[src/rtl/serial_add_pkg.sv]
// ----------------------------------------------------------------------------
// serial_add_pkg
//   Shared definitions for the bit-serial adder:
//     - state_e       : controller states (IDLE, RUN, DONE)
//     - DEFAULT_WIDTH : default operand width in bits
//     - cnt_width()   : width of the bit counter for a given operand width
// ----------------------------------------------------------------------------
package serial_add_pkg;

  localparam int DEFAULT_WIDTH = 8;

  typedef enum logic [1:0] {
    IDLE = 2'd0,
    RUN  = 2'd1,
    DONE = 2'd2
  } state_e;

  // Counter must index bit positions 0..width-1, i.e. ceil(log2(width)) bits.
  // The guard keeps the counter at least one bit wide.
  function automatic int cnt_width(input int width);
    return (width > 1) ? $clog2(width) : 1;
  endfunction

endpackage

[src/rtl/serial_add_seq_fa_cell.sv]
// ----------------------------------------------------------------------------
// fa_cell
//   Combinational 1-bit full adder built from two half-adder stages whose
//   carries are merged by an OR.
//   Ports:
//     x, y : operand bits
//     cin  : carry in
//     s    : sum bit
//     co   : carry out
// ----------------------------------------------------------------------------
module fa_cell (
  input  logic x,
  input  logic y,
  input  logic cin,
  output logic s,
  output logic co
);

  logic ha0_s;
  logic ha0_c;
  logic ha1_c;

  // First half adder: x + y
  assign ha0_s = x ^ y;
  assign ha0_c = x & y;

  // Second half adder: partial sum + carry in
  assign s     = ha0_s ^ cin;
  assign ha1_c = ha0_s & cin;

  // At most one of the two stage carries can be set
  assign co    = ha0_c | ha1_c;

endmodule

[src/rtl/serial_add_seq.sv]
// ----------------------------------------------------------------------------
// serial_add_seq
//   Bit-serial adder: computes a + b LSB first through a single shared
//   full-adder cell, one bit per clock. An addition takes WIDTH RUN cycles
//   followed by a one-cycle DONE state.
//   Parameters:
//     WIDTH : operand width in bits (legal range 2..32)
//   Ports:
//     clk   : clock, rising edge
//     rst   : synchronous active-high reset
//     start : begin an addition (sampled only while ready)
//     a, b  : operands, captured on the accept cycle
//     ready : high in IDLE
//     busy  : high in RUN
//     done  : one-cycle pulse in DONE
//     sum   : a + b mod 2^WIDTH (valid from DONE until the next accept)
//     cout  : carry out of the MSB
// ----------------------------------------------------------------------------
module serial_add_seq
  import serial_add_pkg::*;
#(
  parameter int WIDTH = DEFAULT_WIDTH
) (
  input  logic             clk,
  input  logic             rst,
  input  logic             start,
  input  logic [WIDTH-1:0] a,
  input  logic [WIDTH-1:0] b,
  output logic             ready,
  output logic             busy,
  output logic             done,
  output logic [WIDTH-1:0] sum,
  output logic             cout
);

  localparam int               CNT_W    = cnt_width(WIDTH);
  localparam logic [CNT_W-1:0] CNT_LAST = CNT_W'(WIDTH - 1);

  state_e           state_q;
  logic [WIDTH-1:0] op_a_q;
  logic [WIDTH-1:0] op_b_q;
  logic [WIDTH-1:0] sum_q;
  logic             carry_q;
  logic             cout_q;
  logic [CNT_W-1:0] cnt_q;

  logic [WIDTH-1:0] op_a_d;
  logic [WIDTH-1:0] op_b_d;
  logic [WIDTH-1:0] sum_d;
  logic [CNT_W-1:0] cnt_d;

  logic cell_s;
  logic cell_co;

  // The one adder cell: always looks at the current LSBs and the stored carry
  fa_cell u_fa_cell (
    .x   (op_a_q[0]),
    .y   (op_b_q[0]),
    .cin (carry_q),
    .s   (cell_s),
    .co  (cell_co)
  );

  // Shift values for one RUN step. The sum bit enters at the MSB so that
  // after WIDTH steps the first (LSB) result bit has reached bit 0.
  always_comb begin
    op_a_d = {1'b0, op_a_q[WIDTH-1:1]};
    op_b_d = {1'b0, op_b_q[WIDTH-1:1]};
    sum_d  = {cell_s, sum_q[WIDTH-1:1]};
    cnt_d  = cnt_q + 1'b1;
  end

  always_ff @(posedge clk) begin
    if (rst) begin
      state_q <= IDLE;
      op_a_q  <= '0;
      op_b_q  <= '0;
      sum_q   <= '0;
      carry_q <= 1'b0;
      cout_q  <= 1'b0;
      cnt_q   <= '0;
    end else begin
      case (state_q)
        IDLE: begin
          // sum/cout are left alone so the last result stays visible
          if (start) begin
            op_a_q  <= a;
            op_b_q  <= b;
            carry_q <= 1'b0;
            cnt_q   <= '0;
            state_q <= RUN;
          end
        end

        RUN: begin
          op_a_q  <= op_a_d;
          op_b_q  <= op_b_d;
          sum_q   <= sum_d;
          carry_q <= cell_co;
          cnt_q   <= cnt_d;
          if (cnt_q == CNT_LAST) begin
            // Final bit: publish the carry out together with the full sum
            cout_q  <= cell_co;
            state_q <= DONE;
          end
        end

        DONE: begin
          state_q <= IDLE;
        end

        default: begin
          state_q <= IDLE;
        end
      endcase
    end
  end

  // Status flags come straight from the state register
  assign ready = (state_q == IDLE);
  assign busy  = (state_q == RUN);
  assign done  = (state_q == DONE);
  assign sum   = sum_q;
  assign cout  = cout_q;

endmodule

[config.mk]
export PLATFORM = sky130hd
export DESIGN_NAME = serial_add_seq
export DESIGN_NICKNAME = d
export VERILOG_FILES = /design/src/rtl/serial_add_pkg.sv /design/src/rtl/serial_add_seq_fa_cell.sv /design/src/rtl/serial_add_seq.sv
export SDC_FILE = /design/constraint.sdc
export NUM_CORES = 1
export LEC_CHECK = 0
export CORE_MARGIN = 5
export CORE_UTILIZATION = 45
export CTS_BUF_LIST = sky130_fd_sc_hd__clkbuf_2
export DETAILED_ROUTE_END_ITERATION = 6
export PLACE_DENSITY = 0.79
export SYNTH_ARGS = -nofsm -noshare
export SYNTH_HDL_FRONTEND = slang
export SYNTH_SLANG_ARGS = --single-unit
[constraint.sdc]
create_clock -name clk -period 1.15 [get_ports clk]
set_input_delay 0.2875 -clock clk [delete_from_list [all_inputs] [get_ports clk]]
set_output_delay 0.2875 -clock clk [all_outputs]
set_load 0.01 [all_outputs]
==> run summary, run 1 <==
The post-synthesis share of cell area spent on xor and xnor gates was 0. Type of the most critical hold path: reg -> reg. The fraction of layout instances using a drive strength above 1 was 0.435; the total power density per cell area was 1100 nW/um2. By area, the combinational part of the netlist is dominated by compound AO/OA/AOI/OAI gates.

CTS saw 31 sinks. During synthesis, Yosys emitted a total of 0 warnings. STA classifies the critical path startpoint as a flip-flop. Averaged over all synthesized cells, the footprint is 9.31 um2. Along the worst path, the maximum fanout reaches 2.

Synthesis handed over a netlist of 136 instances. In the layout the commonest cells are a21oi_1, clkdlybuf4s50_1, nand2_1. For the pin with the worst max-slew slack, the measured transition is 0.348 ns.

For the total iterations of the first detailed-routing run, the log shows 5. The final reports fail on setup timing. The worst path needs 1.37 ns of the cycle, external delays included. The count of nets left with antenna violations once routing finished came out at 0. The mapped netlist covers 1270 um2. The flow ran to the end, but the final reports show violations.

Per-cell via count in the routed design: 5.35. Detailed placement finished with a half-perimeter wire length of 2040 um. Counting both buffers and inverters, the worst setup path holds a total of 3. In this design, the stage delay of the slowest critical-path cell is 0.37 ns. For the number of diodes, the log shows 0. Initial standard-cell utilization of the core: 0.463.

The later-pin clock latency in the skew report is 0.36 ns, and the share of power burned in the clock network is 0.246. The finished layout holds 217 standard cells, fillers aside. The simple logic cell fraction of the synthesized area was 0.109; the area of the core region was 2730 um2.

In this run the vertical extent of the chip is 63.0 um. The critical path arrival was 1.08 ns; the count of standard-cell rows was 19. For the worst setup path, the data required time is 0.86 ns. Most common cell after layout, fill and taps aside: a21oi_1. The filler cell count in the final layout came out at 211. Among all stages on the critical path, the largest delay is contributed by dfxtp_4.

Relative to the synthesized area, the layout overhead comes to 49.5%. In this run, placement finished with an instance count of 199. The wire length per cell after detailed routing was 14.2 um.

Final critical-path share of the clock period: 1.19. The post-layout worst setup margin was -0.217 ns; the proportion of total power due to net switching was 0.283. The buffer cell driving the clock tree root is clkbuf_2. For the final database, setup skew stands at 0.0185 ns. Buffers placed on the I/O ports in this run total 30.

Finished layout cell area: 1890 um2. The max-capacitance violation count was 0. When the netlist entered floorplanning its net count stood at 158.

After the first detailed-routing iteration, the DRC count stood at 58. The run gives 3970 um2 as the overall die area. The share of synthesized cell area in full adder, half adder and majority cells works out to 0.0356. The worst-case IR drop observed on VDD is 1.06 mV. Internal power comes to 0.00149 W.

The global-route wire length before repair was 4850 um; the cell leakage power was 0.754 nW. Summing over every cut layer, the via total after detailed routing is 1,162. After detailed routing, the number of remaining DRC violations is 0. Clock-pin slew was measured on the worst setup and hold paths at 0.15 ns. TritonCTS built the clock tree.

The multiplexer share of the synthesized area is 0.00791. The family of cells with the greatest summed delay on the critical path is flip-flops. Routability-driven placement finished with a final weighted congestion of 0.758. In this run the number of H-tree levels came out at 2. The combinational share of power was 0.187; the proportion of power drawn by flip-flops and latches was 0.566. After detailed placement, the total cell area comes to 1660 um2. The number of endpoints failing setup at the final stage came out at 20. The critical path goes through buf_4, nand2b_4, inv_6, buf_6. The tools report the I/O pin count as 31. Global-route total usage across every layer: 0.154. The longest clock path from root to sink contains 2 buffers.

For the post-synthesis sequential area ratio, the log shows 0.490. The logs give 0.767 for the worst max-slew margin expressed relative to the limit and 28 for the maximum number of pins on one net before global-route repair. The number of global-route vias before repair was 1,133; the overall die width was 63.0 um. The share of the synthesized area in compound gates (AO/OA/AOI/OAI) is 0.259.

The kind of critical path was reg -> out. The logs give 23 for the unique cell type count in the Yosys netlist and 207 for the number of nets in the layout. The logs give 0 for the number of hold buffers added after CTS and 0 for the global route total overflow.

The endpoint kind of the worst setup timing path is an output pin. The logs give 0 for the total count of max-transition violations in the final report and 3080 um for the post-detailed-routing wire length. Number of antenna violations at the first check in global routing: 0. In this run the power spent charging and discharging nets is 0.000588 W. The hold violation total from the final report is 0. The flop and latch count out of synthesis came out at 31. The run gives 5 as the total clock buffers created by CTS. The core occupancy in the finished layout is 0.692, and the highest attainable clock frequency is 732 MHz.

Setup repair after global routing could not meet its margin everywhere.
==> timing repair <==
item / 4_1_cts / 5_1_grt
setup endpoints to repair: 39 / 35
buffers inserted: 8 / 4
cloned: 0 / 1
gates resized for setup: 73 / 20
pin swaps: 2 / 5
==> stage by stage <==
step	hold WS (ns)	total power (W)	setup WS, ns	setup TNS (ns)
detailed placement	0.455	0.00152	-0.798	-14.97
finish	0.457	0.00207	-0.217	-1.72
floorplan	0.444	0.00137	0.0129	0
global placement	0.440	0.00150	-0.734	-13.75
global route	0.473	0.00220	-0.296	-3.16
CTS	0.471	0.00205	-0.278	-1.58
==> state kept, by name, indices dropped and copies added, names as in the netlist <==
name	count
op_a_q	8
op_b_q	8
sum	8
cnt_q	3
state_q	2
carry_q	1
cout	1
==> power groups by stage <==
stage                     combinational, W  sequential, W  clock (W)
final                             0.000389        0.00118   0.000511
after floorplan                   0.000184        0.00119          0
after global routing              0.000422        0.00118   0.000596
after detailed placement          0.000321        0.00120          0
after CTS                         0.000352        0.00117   0.000526
after global placement            0.000308        0.00120          0
==> routing by layer <==
layer | up-vias | share of wire | GRT usage
met1 | 561 | 0.41 | 0.165
li1 | 572 | - | -
met5 | - | 0 | 0
met2 | 21 | 0.52 | 0.264
met3 | 8 | 0.047 | 0.0522
met4 | 0 | 0.019 | 0.0769
==> synth_stat cells, drive strengths merged <==
library cell	n	area, um2
mux2i	1	10.0
nand2b	1	6.26
nand2	18	70.1
buf	5	48.8
a21oi	23	115
nor2b	1	6.26
a32oi	2	17.5
clkbuf	3	11.3
inv	16	65.1
a211oi	1	7.51
nand3	1	5.00
dfxtp	31	621
fa	1	20.0
o21bai	1	7.51
a22oi	3	22.5
nor3	1	5.00
o221a	14	158
ha	2	25.0
nand3b	1	7.51
nor2	10	37.5
==> area by class of cell <==
cell class                      count  area [um2]  area share
Inverter                           16        65.1      0.0344
Clock buffer                        5        25.0      0.0132
Multi-Input combinational cell     82         613       0.324
Clock inverter                      3        15.0     0.00793
Timing Repair Buffer               49         494       0.261
Tap cell                           31        38.8      0.0205
Sequential cell                    31         642       0.339
==> path summary, 6_finish.rpt <==
kind / start / endpoint / slack, ns / depth (start not counted)
worst max register to register: state_q[0]$_SDFFE_PP0P_ / op_a_q[2]$_SDFFE_PP0P_ / -0.09 / 5
worst min-delay path: cnt_q[0]$_SDFFE_PP0P_ / cnt_q[0]$_SDFFE_PP0P_ / 0.46 / 1
worst max-delay path: state_q[0]$_SDFFE_PP0P_ / busy / -0.22 / 4
worst min register to register: cnt_q[0]$_SDFFE_PP0P_ / cnt_q[0]$_SDFFE_PP0P_ / 0.46 / 1
==> cells by family (layout without fill, tap and decap cells) <==
kind of cell / after synthesis / in the layout
buffers and inverters: 24 / 73
muxes: 1 / 1
and+or+nand+nor: 33 / 34
adders and majority gates: 3 / 3
AOI/OAI and AO/OA: 44 / 44
DFF: 31 / 31
No activity file was read; power rests on OpenSTA's default activity.
==> run 2, diff against run 1 <==
Settings changed: CORE_UTILIZATION 45 to 40, PLACE_DENSITY 0.79 to 0.71.
==> run 2 against run 1 <==
The run still ends with setup timing left. First-iteration DRC count down 10%. Worst hold slack better by 0.011 ns. Core utilization down 0.68 points. Via count up 0.86%. Clock power up 44%. Critical path type unchanged. Largest cell class is now multi-input combinational cells. Largest power group unchanged.
==> run summary, run 2 (synthesis gave the netlist of run 1 again) <==
The tools report the endpoint kind of the worst setup timing path as an output pin (unchanged). The worst reg2reg path startpoint was state_q[1]$_SDFFE_PP0P_ (was state_q[0]$_SDFFE_PP0P_). The worst slack after detailed placement is -0.367 ns (was -0.798 ns).

The run gives 4390 um2 (was 3970 um2) as the overall die area. The critical register-to-register path endpoint was cnt_q[2]$_SDFFE_PP0P_ (was op_a_q[2]$_SDFFE_PP0P_). Most common cell after layout, fill and taps aside: a21oi_1 (unchanged). The hold-critical path depth works out to 1 (unchanged). Sink of the worst hold path: cnt_q[0]$_SDFFE_PP0P_ (unchanged). The logs give 0 (unchanged) for the total count of max-transition violations in the final report and 0 (unchanged) for the max-capacitance violation count. The tools report the placed cell area as 1750 um2 (was 1660 um2).

The overall power of the completed layout is 0.00237 W (was 0.00207 W). The run gives 0 (unchanged) as the count of antenna-violating nets left after detailed routing. The routed via count is 1,172 (was 1,162), and the cell leakage power is 0.836 nW (was 0.754 nW). The clock transition at the registers of the reported paths was 0.16 ns (was 0.15 ns). The global-route wire length before repair is 5490 um (was 4850 um), and the worst slack on hold paths is 0.469 ns (was 0.457 ns). The per-cell via count in the routed design is 5.01 (was 5.35), and the highest attainable clock frequency is 724 MHz (was 732 MHz).

The total power density per cell area was 1130 nW/um2 (was 1100 nW/um2). The number of antenna violations at the first check in global routing came out at 0 (unchanged). The wire length per cell after detailed routing is 13.9 um (was 14.2 um). The post-layout worst setup margin was -0.232 ns (was -0.217 ns); the I/O pin count was 31 (unchanged).

Count of standard-cell rows: 20 (was 19). For the setup slack of the most critical reg-to-reg path, the log shows -0.20 ns (was -0.09 ns). The tools report the filler cell count in the final layout as 247 (was 211).

The kind of critical path is reg -> out (unchanged). The number of hold buffers added after CTS was 0 (unchanged); the finished layout cell area was 2090 um2 (was 1890 um2). Violations in the final reports: setup timing (unchanged). The count of routing violations after the opening detailed-route iteration came out at 52 (was 58).

Worst min-delay path startpoint: cnt_q[0]$_SDFFE_PP0P_ (unchanged). Number of nets in the layout: 211 (was 207). The tools report the routability congestion estimate as 0.790 (was 0.758). The final critical-path share of the clock period is 1.20 (was 1.19), and the initial standard-cell utilization of the core is 0.415 (was 0.463).

The buffer cell driving the clock tree root was clkbuf_2 (unchanged). The area overhead of the layout relative to synthesis was 65.3% (was 49.5%); the area of the core region was 3050 um2 (was 2730 um2). The beginning of the critical path was state_q[0]$_SDFFE_PP0P_ (unchanged). Critical path launch point type: a flip-flop (unchanged). The number of diodes was 0 (unchanged). Setup repair after global routing could not meet its margin everywhere.

The overall die width was 66.3 um (was 63.0 um); the cell count after placement was 221 (was 199). The final critical-path required period came out at 1.38 ns (was 1.37 ns). The number of port buffers is 30 (unchanged). The data required time of the critical path came out at 0.86 ns (about the same). The global-route total usage across every layer is 0.166 (was 0.154).

The logic depth of the worst register-to-register path was 7 (was 5). The run finished, with violations left. For the worst max-slew margin expressed relative to the limit, the log shows 0.742 (was 0.767). The tools report the post-detailed-routing wire length as 3260 um (was 3080 um). The number of endpoints failing setup at the final stage is 23 (was 20). For the later-pin clock latency in the skew report, the log shows 0.38 ns (was 0.36 ns). For the maximum count of clock buffers along a single path, the log shows 2 (unchanged). The run gives 0 (unchanged) as the hold violation total from the final report.

The tools report the number of DRC violations after detailed routing as 0 (unchanged). The logs give 1,208 (was 1,133) for the number of global-route vias before repair and 31 (unchanged) for the number of sinks driven by the clock tree. The maximum number of pins on one net before global-route repair is 28 (unchanged). The slew at the pin closest to its max-slew limit is 0.386 ns (was 0.348 ns). The total clock buffers created by CTS was 5 (unchanged). For the total iterations of the first detailed-routing run, the log shows 4 (was 5). The type of the most critical hold path was reg -> reg (unchanged). The height of the chip was 66.3 um (was 63.0 um). The final worst clock skew came out at 0.0116 ns (was 0.0185 ns). The fraction of layout instances using a drive strength above 1 was 0.442 (was 0.435); the final standard cell count with taps included and fillers excluded was 234 (was 217).

The global route total overflow came out at 0 (unchanged). The final HPWL from detailed placement is 2030 um (was 2040 um). The run gives 1.09 ns (was 1.08 ns) as the critical path arrival. Peak fanout along the critical path: 3 (was 2). The tools report the worst supply voltage drop on vdd as 0.831 mV (was 1.06 mV).

TritonCTS built the clock tree. Maximum level of the CTS H-tree: 2 (unchanged). Highest-count cells in the layout ignoring fill and taps: a21oi_1, dfxtp_1, clkdlybuf4s50_1 (was a21oi_1, clkdlybuf4s50_1, nand2_1).
## run 2: cell count changes in the layout (fill, tap and decap cells not counted), moves of 2 or more
| cell | delta |
|---|---|
| buf_12 | +2 |
| dfxtp_2 | -2 |
| dfxtp_1 | +2 |
| o221a_4 | +13 |
| buf_4 | +2 |
| o221a_2 | -13 |
## run 2: what timing repair did
item                       4_1_cts  5_1_grt
setup endpoints to repair       41       40
resized for setup               95       14
buffers inserted                 3        3
pin swaps                       18        7
## run 2: worst max path at each step
stage	to	slack, ns
CTS	ready	-0.24
finish	ready	-0.23
floorplan	op_a_q[0]$_SDFFE_PP0P_	0.01
global placement	op_a_q[4]$_SDFFE_PP0P_	-0.34
global route	ready	-0.29
detailed placement	op_a_q[2]$_SDFFE_PP0P_	-0.37
## run 2: layer usage
layer | GRT usage | vias to the layer above | wire length [um]
met3 | 0.0544 | 4 | 163
met1 | 0.194 | 563 | 1390
met5 | 0 | - | 0
met4 | 0.0609 | 0 | 35
met2 | 0.279 | 28 | 1670
li1 | - | 577 | -
## run 2: final cells by class
class                      instances  area (um2)  share of cell area
sequential                        31         639               0.305
tap                               44        55.1              0.0263
timing repair buffer              54         554               0.265
clock buffer                       5        25.0              0.0120
clock inverter                     3        38.8              0.0185
multi-input combinational         81         716               0.342
inverter                          16        65.1              0.0311
## run 2: power by group
part	internal, W	total [W]	switching [W]
registers	0.00114	0.00118	0.0000487
clock network	0.000358	0.000735	0.000377
logic	0.000258	0.000451	0.000194
## run 2: through the flow
stage | utilization | setup TNS, ns
6_report | 0.686 | -3.29
3_3_place_gp | 0.574 | -7.52
4_1_cts | 0.662 | -3.66
5_1_grt | 0.686 | -4.87
2_1_floorplan | - | 0
3_5_place_dp | 0.574 | -8.11
## run 2: worst max-delay path, cell delays in order (launching register included)
cell,delay (ns)
dfxtp_4,0.40
buf_12,0.13
nor2_4,0.09
buf_6,0.11
==> run 3, diff against run 2 <==
Settings changed: CTS_BUF_LIST sky130_fd_sc_hd__clkbuf_2 to sky130_fd_sc_hd__clkbuf_4 sky130_fd_sc_hd__clkbuf_8.
==> run 3 against run 2 <==
The run still ends with setup timing left. Clock skew decreased by 0.0050 ns. Die area unchanged. Total power increased by 2.1%. Wire length decreased by 10%. Combinational power decreased by 20%. Sequential share of layout area increased by 3.6 points. Critical path type unchanged. Critical endpoint unchanged.
==> run summary, run 3 (synthesis gave the netlist of run 1 again) <==
The flow ran to the end, but the final reports show violations. Violations in the final reports: setup timing (unchanged). The routability congestion estimate is 0.790 (unchanged). The slew at the pin closest to its max-slew limit was 0.470 ns (was 0.386 ns).

The combined buffer and inverter count along the critical path works out to 2 (unchanged). For the wire length on met1, the log shows 1260 um (was 1390 um). The total clock buffers created by CTS was 5 (unchanged); the peak fanout along the critical path was 5 (was 3).

For the final standard cell count with taps included and fillers excluded, the log shows 229 (was 234). The final critical-path share of the clock period is 1.14 (was 1.20). For the overall die area, the log shows 4390 um2 (unchanged). The number of nets in the layout is 206 (was 211). The wire length per cell after detailed routing came out at 12.8 um (was 13.9 um). The logs give 4 (unchanged) for the total iterations of the first detailed-routing run and 637 um2 (was 639 um2) for the area used by sequential logic in the layout. The run gives 221 (unchanged) as the cell count after placement.

The number of sinks driven by the clock tree was 31 (unchanged); the total power density per cell area was 1300 nW/um2 (was 1130 nW/um2). The buffer cell driving the clock tree root is clkbuf_4 (was clkbuf_2). The critical-path cell with the highest stage delay was dfxtp_2 (was dfxtp_4). The number of antenna violations at the first check in global routing is 0 (unchanged).

The run gives 0.33 ns (was 0.38 ns) as the later-pin clock latency in the skew report. Kind of critical path: reg -> out (unchanged). TritonCTS built the clock tree. The tools report the critical path arrival as 1.03 ns (was 1.09 ns).

The number of global-route vias before repair is 1,136 (was 1,208), and the fraction of layout instances using a drive strength above 1 is 0.405 (was 0.442). The count of standard-cell rows is 20 (unchanged), and the final HPWL from detailed placement is 2030 um (unchanged). The area occupied by multi-input gates was 576 um2 (was 716 um2). The final critical-path required period was 1.32 ns (was 1.38 ns).

The worst min-delay path startpoint was cout$_SDFFE_PP0P_ (was cnt_q[0]$_SDFFE_PP0P_). For the routed via count, the log shows 1,145 (was 1,172). Number of port buffers: 30 (unchanged). The logs give -0.08 ns (was -0.20 ns) for the setup slack of the most critical reg-to-reg path and 0.485 (was 0.500) for the proportion of power drawn by flip-flops and latches. Highest-count cells in the layout ignoring fill and taps: a21oi_1, dfxtp_1, nand2_1, clkdlybuf4s50_1, inv_1 (was a21oi_1, dfxtp_1, clkdlybuf4s50_1). The overall power of the completed layout is 0.00242 W (was 0.00237 W), and the number of diodes is 0 (unchanged). The area overhead of the layout relative to synthesis is 47.4% (was 65.3%), and the count of antenna-violating nets left after detailed routing is 0 (unchanged). Most common cell after layout, fill and taps aside: a21oi_1 (unchanged). Overall die width: 66.3 um (unchanged).

The share of power burned in the clock network is 0.366 (was 0.310), and the post-layout worst setup margin is -0.166 ns (was -0.232 ns). Worst reg2reg path startpoint: state_q[0]$_SDFFE_PP0P_ (was state_q[1]$_SDFFE_PP0P_). The critical register-to-register path endpoint is op_a_q[6]$_SDFFE_PP0P_ (was cnt_q[2]$_SDFFE_PP0P_). The tools report the highest attainable clock frequency as 760 MHz (was 724 MHz). The I/O pin count is 31 (unchanged). The number of endpoints failing setup at the final stage came out at 23 (unchanged). The hold-critical path depth was 2 (was 1); the initial standard-cell utilization of the core was 0.415 (unchanged).

The family of cells with the greatest summed delay on the critical path was flip-flops (unchanged). The logs give 2 (unchanged) for the maximum level of the CTS H-tree and 0.143 (was 0.166) for the global-route total usage across every layer. The height of the chip was 66.3 um (unchanged); the length of routed met2 wiring was 1470 um (was 1670 um). The endpoint kind of the worst setup timing path was an output pin (unchanged).

The run gives 0 (unchanged) as the number of DRC violations after detailed routing. Proportion of total power due to net switching: 0.234 (was 0.261). For the net load switching power, the log shows 0.000567 W (was 0.000619 W). The critical path launch point type is a flip-flop (unchanged). The maximum count of clock buffers along a single path was 2 (unchanged); the cell leakage power was 0.767 nW (was 0.836 nW).

The clock transition at the registers of the reported paths works out to 0.10 ns (was 0.16 ns). The maximum number of pins on one net before global-route repair was 28 (unchanged). The global route total overflow came out at 0 (unchanged). Setup repair after global routing could not meet its margin everywhere.

The area of the core region was 3050 um2 (unchanged). The largest incremental delay on the critical path works out to 0.37 ns (was 0.40 ns). The run gives 290 (was 247) as the filler cell count in the final layout. The run gives 0.00656 ns (was 0.0116 ns) as the final worst clock skew.

The tools report the sink of the worst hold path as cout$_SDFFE_PP0P_ (was cnt_q[0]$_SDFFE_PP0P_). The type of the most critical hold path is reg -> reg (unchanged). The hold violation total from the final report was 0 (unchanged). The global-route wire length before repair was 4850 um (was 5490 um). Beginning of the critical path: state_q[0]$_SDFFE_PP0P_ (unchanged). The worst supply voltage drop on vdd was 0.772 mV (was 0.831 mV); the worst max-slew margin expressed relative to the limit was 0.686 (was 0.742). The post-detailed-routing wire length came out at 2930 um (was 3260 um). The accumulated negative setup slack was -1.72 ns (was -3.29 ns).

The internal power component is 0.00185 W (was 0.00175 W). The tools report the count of routing violations after the opening detailed-route iteration as 58 (was 52). The max-capacitance violation count was 0 (unchanged); the data required time of the critical path was 0.86 ns (about the same).

Highest routed metal layer: met4 (unchanged). The logic depth of the worst register-to-register path came out at 5 (was 7). The run gives 147 um (was 163 um) as the detailed-routed wire length on met3. The total count of max-transition violations in the final report came out at 0 (unchanged). Crit path cell chain: buf_12, nor2_4, buf_6 (unchanged).

The combinational share of power was 0.150 (was 0.190); the per-cell via count in the routed design was 5.00 (was 5.01).
==> run 3: changes by cell type in the layout (fill, tap and decap cells not counted), sizes merged <==
cell / before / now
buf: 36 / 31
clkbuf: 5 / 6
clkdlybuf4s50: 18 / 17
clkinv: 2 / 1
dlygate4sd2: 0 / 1
==> run 3: metrics by stage <==
step | util | worst slack (ns) | hold WS [ns] | cell area (um2)
after floorplan | - | 0.0129 | 0.444 | 1280
after global placement | 0.574 | -0.342 | 0.443 | 1750
after detailed placement | 0.574 | -0.367 | 0.445 | 1750
after CTS | 0.598 | -0.178 | 0.453 | 1830
after global routing | 0.611 | -0.219 | 0.483 | 1870
final | 0.611 | -0.166 | 0.457 | 1870
==> run 3: power by group through the flow <==
stage	logic, W	registers, W	clock network, W
after floorplan	0.000184	0.00119	0
after CTS	0.000348	0.00117	0.000897
final	0.000362	0.00117	0.000885
after global placement	0.000330	0.00119	0
after detailed placement	0.000339	0.00119	0
after global routing	0.000401	0.00118	0.000960
==> run 3: how the worst max path moves through the flow <==
stage	end	slack, ns	cells past startpoint
global route	ready	-0.22	3
finish	ready	-0.17	3
CTS	ready	-0.18	3
detailed placement	op_a_q[2]$_SDFFE_PP0P_	-0.37	3
floorplan	op_a_q[0]$_SDFFE_PP0P_	0.01	6
global placement	op_a_q[4]$_SDFFE_PP0P_	-0.34	5
==> run 3: worst reg2reg max path, delay by kind of cell (launching register included) <==
| kind | cells | cell delay, ns |
|---|---|---|
| flip-flops | 1 | 0.37 |
| buffers and inverters | 2 | 0.29 |
| AO/OA/AOI/OAI | 1 | 0.29 |
| AND/OR/NAND/NOR | 2 | 0.18 |
==> run 3: final cells by class <==
type,instances,share of cell area
sequential,31,0.341
multi-input combinational,81,0.308
timing repair buffer,49,0.240
inverter,16,0.0349
tap,44,0.0295
clock buffer,6,0.0275
clock inverter,2,0.0188
==> run 3: routing by layer <==
layer | vias up | GRT usage
li1 | 572 | -
met1 | 543 | 0.161
met2 | 25 | 0.244
met3 | 5 | 0.0391
met4 | 0 | 0.0711
met5 | - | 0
==> run 3: timing repair <==
| action | 4_1_cts | 5_1_grt |
|---|---|---|
| gates resized for setup | 67 | 9 |
| buffers inserted | 0 | 1 |
| setup endpoints to repair | 41 | 27 |
| endpoints found under the hold margin | 0 | 0 |
| pin swaps | 0 | 1 |
| hold buffers | 0 | 0 |
